$ cat src/rtl/switch_collector_pkg.sv
// Shared definitions for the operator-entry front end and the display driver.
package switch_collector_pkg;

    // Display/FSM state encoding; the display driver decodes these same values.
    typedef enum logic [1:0] {
        S_SEL = 2'b00,
        S_A   = 2'b01,
        S_B   = 2'b10,
        S_RUN = 2'b11
    } state_e;

    localparam int SW_W   = 8;
    localparam int MODE_W = 4;

endpackage

$ cat src/rtl/switch_collector_btn_debounce.sv
// Button conditioner: two-flop synchroniser, stability counter and a
// single-clock press pulse on an accepted 0->1 level change.
module switch_collector_btn_debounce #(
    parameter int DEB_CYCLES = 1000000,
    parameter int DEB_W      = 20
) (
    input  logic clk,
    input  logic rst,
    input  logic raw_i,
    output logic press_o
);

    localparam logic [DEB_W-1:0] CNT_LAST = DEB_W'(DEB_CYCLES - 1);

    logic             sync1_r;
    logic             sync2_r;
    logic             stable_r;
    logic [DEB_W-1:0] cnt_r;
    logic             press_r;

    // Bring the raw level into the clock domain before anything looks at it.
    always_ff @(posedge clk or negedge rst) begin
        if (!rst) begin
            sync1_r <= 1'b0;
            sync2_r <= 1'b0;
        end else begin
            sync1_r <= raw_i;
            sync2_r <= sync1_r;
        end
    end

    // Accept a new level only after it has differed from the stable level for
    // DEB_CYCLES consecutive clocks; pulse once when the accepted level is 1.
    always_ff @(posedge clk or negedge rst) begin
        if (!rst) begin
            stable_r <= 1'b0;
            cnt_r    <= '0;
            press_r  <= 1'b0;
        end else if (sync2_r == stable_r) begin
            cnt_r   <= '0;
            press_r <= 1'b0;
        end else if (cnt_r == CNT_LAST) begin
            stable_r <= sync2_r;
            cnt_r    <= '0;
            press_r  <= sync2_r;
        end else begin
            cnt_r   <= cnt_r + DEB_W'(1);
            press_r <= 1'b0;
        end
    end

    assign press_o = press_r;

endmodule

$ cat src/rtl/switch_collector.sv
// Operator-entry front end: switch synchroniser, debounced confirm/back
// buttons and the select -> A -> B -> run FSM feeding display and compute core.
module switch_collector
    import switch_collector_pkg::*;
#(
    parameter int DEB_CYCLES = 1000000,
    parameter int DEB_W      = 20
) (
    input  logic              clk,
    input  logic              rst,
    input  logic [SW_W-1:0]   sw_i,
    input  logic              confirm_i,
    input  logic              back_i,
    output logic [1:0]        state_o,
    output logic [MODE_W-1:0] mode_o,
    output logic [SW_W-1:0]   a_o,
    output logic [SW_W-1:0]   b_o,
    output logic              start_o,
    output logic              valid_o
);

    logic [SW_W-1:0]   sw_meta_r;
    logic [SW_W-1:0]   sw_sync_r;
    logic              confirm_press_s;
    logic              back_press_s;
    state_e            state_r;
    state_e            next_state_s;
    logic [MODE_W-1:0] mode_r;
    logic [MODE_W-1:0] mode_nxt_s;
    logic [SW_W-1:0]   a_r;
    logic [SW_W-1:0]   a_nxt_s;
    logic [SW_W-1:0]   b_r;
    logic [SW_W-1:0]   b_nxt_s;
    logic              start_r;
    logic              valid_r;

    // Two-flop synchroniser for the slide switches.
    always_ff @(posedge clk or negedge rst) begin
        if (!rst) begin
            sw_meta_r <= '0;
            sw_sync_r <= '0;
        end else begin
            sw_meta_r <= sw_i;
            sw_sync_r <= sw_meta_r;
        end
    end

    switch_collector_btn_debounce #(
        .DEB_CYCLES(DEB_CYCLES),
        .DEB_W     (DEB_W)
    ) u_confirm_deb (
        .clk    (clk),
        .rst    (rst),
        .raw_i  (confirm_i),
        .press_o(confirm_press_s)
    );

    switch_collector_btn_debounce #(
        .DEB_CYCLES(DEB_CYCLES),
        .DEB_W     (DEB_W)
    ) u_back_deb (
        .clk    (clk),
        .rst    (rst),
        .raw_i  (back_i),
        .press_o(back_press_s)
    );

    // Next state and next operand/mode values; back always beats confirm.
    always_comb begin
        next_state_s = state_r;
        mode_nxt_s   = mode_r;
        a_nxt_s      = a_r;
        b_nxt_s      = b_r;
        case (state_r)
            S_SEL: begin
                mode_nxt_s = sw_sync_r[MODE_W-1:0];
                if (back_press_s) begin
                    next_state_s = S_SEL;
                end else if (confirm_press_s) begin
                    next_state_s = S_A;
                end else begin
                    next_state_s = S_SEL;
                end
            end
            S_A: begin
                if (back_press_s) begin
                    next_state_s = S_SEL;
                end else if (confirm_press_s) begin
                    a_nxt_s      = sw_sync_r;
                    next_state_s = S_B;
                end else begin
                    next_state_s = S_A;
                end
            end
            S_B: begin
                if (back_press_s) begin
                    next_state_s = S_A;
                end else if (confirm_press_s) begin
                    b_nxt_s      = sw_sync_r;
                    next_state_s = S_RUN;
                end else begin
                    next_state_s = S_B;
                end
            end
            S_RUN: begin
                if (back_press_s) begin
                    next_state_s = S_B;
                end else if (confirm_press_s) begin
                    next_state_s = S_SEL;
                end else begin
                    next_state_s = S_RUN;
                end
            end
            default: begin
                next_state_s = S_SEL;
            end
        endcase
    end

    // State register.
    always_ff @(posedge clk or negedge rst) begin
        if (!rst) begin
            state_r <= S_SEL;
        end else begin
            state_r <= next_state_s;
        end
    end

    // Registered outputs; start fires on the clock that enters S_RUN.
    always_ff @(posedge clk or negedge rst) begin
        if (!rst) begin
            mode_r  <= '0;
            a_r     <= '0;
            b_r     <= '0;
            start_r <= 1'b0;
            valid_r <= 1'b0;
        end else begin
            mode_r  <= mode_nxt_s;
            a_r     <= a_nxt_s;
            b_r     <= b_nxt_s;
            start_r <= (next_state_s == S_RUN) && (state_r != S_RUN);
            valid_r <= (next_state_s == S_RUN);
        end
    end

    assign state_o = state_r;
    assign mode_o  = mode_r;
    assign a_o     = a_r;
    assign b_o     = b_r;
    assign start_o = start_r;
    assign valid_o = valid_r;

endmodule

$ cat config.mk
export PLATFORM = sky130hd
export DESIGN_NAME = switch_collector
export DESIGN_NICKNAME = d
export VERILOG_FILES = /design/src/rtl/switch_collector_pkg.sv /design/src/rtl/switch_collector_btn_debounce.sv /design/src/rtl/switch_collector.sv
export SDC_FILE = /design/constraint.sdc
export NUM_CORES = 1
export LEC_CHECK = 0
export ABC_AREA = 1
export CORE_UTILIZATION = 51
export DETAILED_ROUTE_END_ITERATION = 8
export PLACE_DENSITY_LB_ADDON = 0.3
export SYNTH_ARGS = -nofsm -noshare
export SYNTH_HDL_FRONTEND = slang
export SYNTH_SLANG_ARGS = --single-unit
$ cat constraint.sdc
create_clock -name clk -period 1.4 [get_ports clk]
set_input_delay 0.14 -clock clk [delete_from_list [all_inputs] [get_ports clk]]
set_output_delay 0.14 -clock clk [all_outputs]
set_load 0.01 [all_outputs]
Word-level counts from Yosys, hierarchy flattened:

Cells that the tools add are included.

* output and inout bits: 24
* logic and storage cells: 55
* bits of input ports: 12
* register bits: 88

* add/subtract/negate cells: 2
* equality and inequality tests: 9
* reductions and logical operators: 6
* bitwise logic cells: 3
* multiplexer cells: 17

Operators with widths (number)
* $mux W20: 4
* $add A20 B1 Y20 const B: 2
* $eq A20 B20 Y1 const B: 2
* $mux W2: 5
* $pmux W2 S4: 1
* $mux W1: 7
* $eq A2 B2 Y1 const B: 3
* $reduce_and A3 Y1: 2
* $reduce_and A2 Y1: 2
* $not A1 Y1: 3
* $eq A1 B1 Y1: 2
* $eq A2 B1 Y1 const B: 1
* $logic_not A2 Y1: 1
* $ne A2 B2 Y1 const B: 1
* $logic_and A1 B1 Y1: 1

Depth between registers and ports, before layout:

* word-level depth: 5
* gate-level depth with buffers: 9
* depth with buffers taken out: 9

Hierarchy:

From an unflattened synthesis, not the netlist that was laid out.

* cells, all modules: 449
* area, all modules: 4204.0 sq um

By module, submodules not included
* switch_collector_btn_debounce: times used 2, cells an instance 167, area each 1395.1 sq um, seq. area each 600.6 sq um
* switch_collector: times used 1, cells an instance 115, area each 1413.9 sq um, seq. area each 1001.0 sq um

Worst setup path after synthesis:

No wires, ideal clock.

* kind: register to register
* start point: register u_confirm_deb.cnt_r[0]
* end point: register u_confirm_deb.cnt_r[9]
* setup time: 0.071 ns
* clock period less this slack: 1.322 ns
* path slack: 0.078 ns
* arrival: 1.251 ns
* required time: 1.329 ns
* stages on the path, launching flop included: 9
* buffers on the path: 0
* cell sequence: dfrtp_1 > ha_1 > nand2_1 > nor2_1 > nand2_1 > nor2_1 > a21oi_2 > inv_2 > nor2_1

* longest elaborated chain between the ends: 3
* elaborated cells on any way between the ends: 4
* classes of those cells: 1 x add/sub; 1 x eq/ne; 2 x mux

RTL lines
* start, declared: line switch_collector_btn_debounce.sv:18 `logic [DEB_W-1:0] cnt_r;`
* start signal, assigned: line switch_collector_btn_debounce.sv:47 `cnt_r <= cnt_r + DEB_W'(1);`
* $add A20 B1 Y20 or $eq A20 B20 Y1 (tied branches): line switch_collector_btn_debounce.sv:47, switch_collector_btn_debounce.sv:42
* $mux W20 *: line switch_collector_btn_debounce.sv:42 `end else if (cnt_r == CNT_LAST) begin`
* $mux W20 *: line switch_collector_btn_debounce.sv:39 `end else if (sync2_r == stable_r) begin`

Mark *: on every way between the ends. The rest lies on a longest branch, timed or not.
A chain may end at the register's enable or synchronous reset.

Final worst setup path:

* start point: register u_back_deb.cnt_r[1]
* end point: register u_back_deb.cnt_r[8]

* longest elaborated chain between the ends: 3
* elaborated cells on any way between the ends: 4
* classes of those cells: 1 x add/sub; 1 x eq/ne; 2 x mux

RTL lines (line)
* start, declared: switch_collector_btn_debounce.sv:18
* start signal, assigned: switch_collector_btn_debounce.sv:47
* $add A20 B1 Y20 or $eq A20 B20 Y1 (tied branches): switch_collector_btn_debounce.sv:47, switch_collector_btn_debounce.sv:42
* $mux W20 *: switch_collector_btn_debounce.sv:42
* $mux W20 *: switch_collector_btn_debounce.sv:39

Marks and branches as above.

==> metrics <==
reg2reg start=u_back_deb.cnt_r[1]; ANT cells=0; vias in the first global route=3068; final worst slack=-4.76 ps; routed wire length=between 8 and 9 mm; Pins Over Slew Limit=0; Die ar.=between 8000 and 9000 um2; synthesized area per cell=8.78 um2; Startpoint Class=flop; routed len/inst=approximately 14 um; via/cell ratio=about 5; Tot GR Track Use=approximately 22%; largest family of logic cells by synthesized area=simple AND/OR/NAND/NOR gates; failing checks=negative setup slack; residual DRC count=0; RSZ-0062 raised after global routing=yes; Hold WC Path Type=in -> reg; Root Buffer=clkbuf_8; final hold vios=0; cell count after synthesis=~450; CTS tree=yes; CTS sink cnt=88; HP Start=sw_i[6]; commonest non-fill, non-tap cells in the layout=88 x nor2_1, 88 x nand2_1, 82 x dfrtp_1; non-filler cells, final=~630; RePlAce Congestion=roughly 0.9; sequential area share after synthesis=between 50% and 60%; # nets final=539; FF-to-FF path depth=6; CTS Buf Count=9; min cycle time layout=roughly 1400 ps; Filler cells=between 500 and 600; Final setup viols=1; XOR/XNOR Fraction of Synth Area=approximately 5.1%; Synth Area in Compound Gates=5.50%; fin crit share=100%; Leakage=~2.5 nW; Max Cap Viol=0; row count=31; die height=roughly 90 um; Peak VDD IR=approximately 0.48 mV; CP Class=reg -> reg; Critical Path AT=1630 ps; Initial Utilization=between 50% and 60%; critical path endpoint=u_back_deb.cnt_r[8]; internal reg-to-reg setup slack=-5 ps; Reg-to-Reg End=u_back_deb.cnt_r[8]; Post-Syn Nets=465; dpl cells=slightly above 600; Post-DP Area=between 4000 and 5000 um2; top post-synthesis cells by area=dfrtp_1 56%, nor2_1 9.4%, nand2_1 9.0%; CP startpoint=u_back_deb.cnt_r[1]; area grow syn2layout=28.7%; Routed Antenna Nets=0; simple-gate share of the synthesized area=a little over a quarter; Bufs on Longest Clock Path=2; Max FO, Critical Path=4; multi-input logic area=about 1700 um2; GRT Residual Overflow=0; clock slew at reported path FFs=80 ps; initial antenna violation count=0; mapped cell area=about 4000 um2; Register Area=2210 um2; First-pass DRT Iterations=4; Horiz. Die Dim=90.1 um; clk_lat worst skew=about 350 ps; post-synth top area share=between 50% and 60%; global-route wire length before repair=about 14 mm; Crit. End Element=flop; actual slew at the worst max-slew pin=around 500 ps; design area=between 5000 and 6000 um2; buffers added on ports=35; Adder-Cell Fraction of Synth Area=less than 1%; normalized max-slew margin=between 60% and 70%; via count=3135; Top-Level Pins=36; DR iter-0 viols=about 280; fraction of layout cells with a size suffix above 1=a little over a fifth; synth warn=0; Worst Hold Depth=1; Synth cell types=30; Setup Skew=a little over 6 ps; Power Dens Cells=approximately 890 nW/um2; post-synthesis mux area share=0%; largest net degree at the start of global routing=31; Yosys reg bits=88; HPWL after detailed placement=5.89 mm; core area=between 7000 and 8000 um2; Req. time, crit path=around 1600 ps; Max Fclk=between 700 and 800 MHz; status=complete, but fails checks; htree depth=3; Yosys top cell by area=dfrtp_1
==> layout make-up <==
type | count | share of cell area [%]
repair inverters | 1 | 0.147
repair buffers | 65 | 13.0
multi-input cells | 308 | 33.2
inverters | 52 | 4.00
clock inverters | 6 | 1.33
flip-flops and latches | 88 | 43.4
clock buffers | 10 | 2.51
well taps | 99 | 2.43
==> cells in the mapped netlist, drive strengths merged <==
cell type,count
inv,52
o21ai,22
or3,1
nand3,33
nor2,105
a21oi,9
nand3b,2
nand4,5
ha,2
xor2,17
dfrtp,88
nor3b,1
and2,1
a31oi,1
nand2,98
xnor2,5
o21bai,1
buf,3
nor3,5
==> worst min-delay path by stage <==
| stage | end | slack [ps] |
|---|---|---|
| CTS | u_confirm_deb.sync1_r | 210 |
| global placement | b_o[4] | 100 |
| floorplan | a_o[0] | -160 |
| global route | sw_meta_r[0] | 200 |
| finish | sw_meta_r[6] | 220 |
| detailed placement | b_o[4] | 100 |
==> critical path: stages (launching register included) <==
cell and delay [ps]:
dfrtp_1 400, ha_4 170, nand3_4 120, nor3_4 210
buf_4 170, xor2_2 160, nor2_1 70
==> state kept, by name, indices dropped and copies added, names as in the netlist, 2 cells and up <==
register             flops
u_back_deb.cnt_r        20
u_confirm_deb.cnt_r     20
a_o                      8
b_o                      8
sw_meta_r                8
sw_sync_r                8
mode_o                   4
state_o                  2
==> power breakdown <==
| part | internal, mW | leakage (nW) | total, mW | switching [mW] |
|---|---|---|---|---|
| registers | 2.59 | 1.16 | 2.61 | 0.0265 |
| logic | 0.0898 | 1.27 | 0.213 | 0.123 |
| clock network | 0.831 | 0.0929 | 1.70 | 0.868 |
| total | 3.51 | 2.52 | 4.53 | 1.02 |
==> routing by layer <==
layer  vias up  share of wire [%]  global-route usage (%)
li1       1563                  -                       -
met1      1492                 44                    28.2
met2        67                 51                    36.8
met3        13                3.4                    4.91
met4         0                1.2                    7.26
met5         -                  0                       0
==> stage by stage <==
stage | hold WS [ps] | utilization (%) | setup WS, ps | power [mW] | TNS (ps)
2_1_floorplan | -156 | - | 77.6 | 2.72 | 0
3_3_place_gp | 99.5 | 62.7 | -26.7 | 2.85 | -124
3_5_place_dp | 105 | 62.7 | -38.1 | 2.86 | -182
4_1_cts | 210 | 66.1 | 0.401 | 4.58 | 0
5_1_grt | 204 | 69.1 | -70.6 | 4.72 | -686
6_report | 224 | 69.1 | -4.76 | 4.53 | -4.76
==> logic make-up after synthesis <==
kind of cell / count (synthesis)
simple gates: 251
flops: 88
xor+xnor: 22
buf+inv: 55
fa+ha+maj: 2
compound gates: 33
==> what timing repair did <==
action | 4_1_cts | 5_1_grt
setup buffers | 2 | 1
resized for setup | 14 | 71
endpoints found under the hold margin | 28 | 0
pin swaps | 4 | 14
endpoints found under the setup margin | 22 | 67
gates cloned | 0 | 1
hold buffers | 1 | 0
No activity file was read; power rests on OpenSTA's default activity.
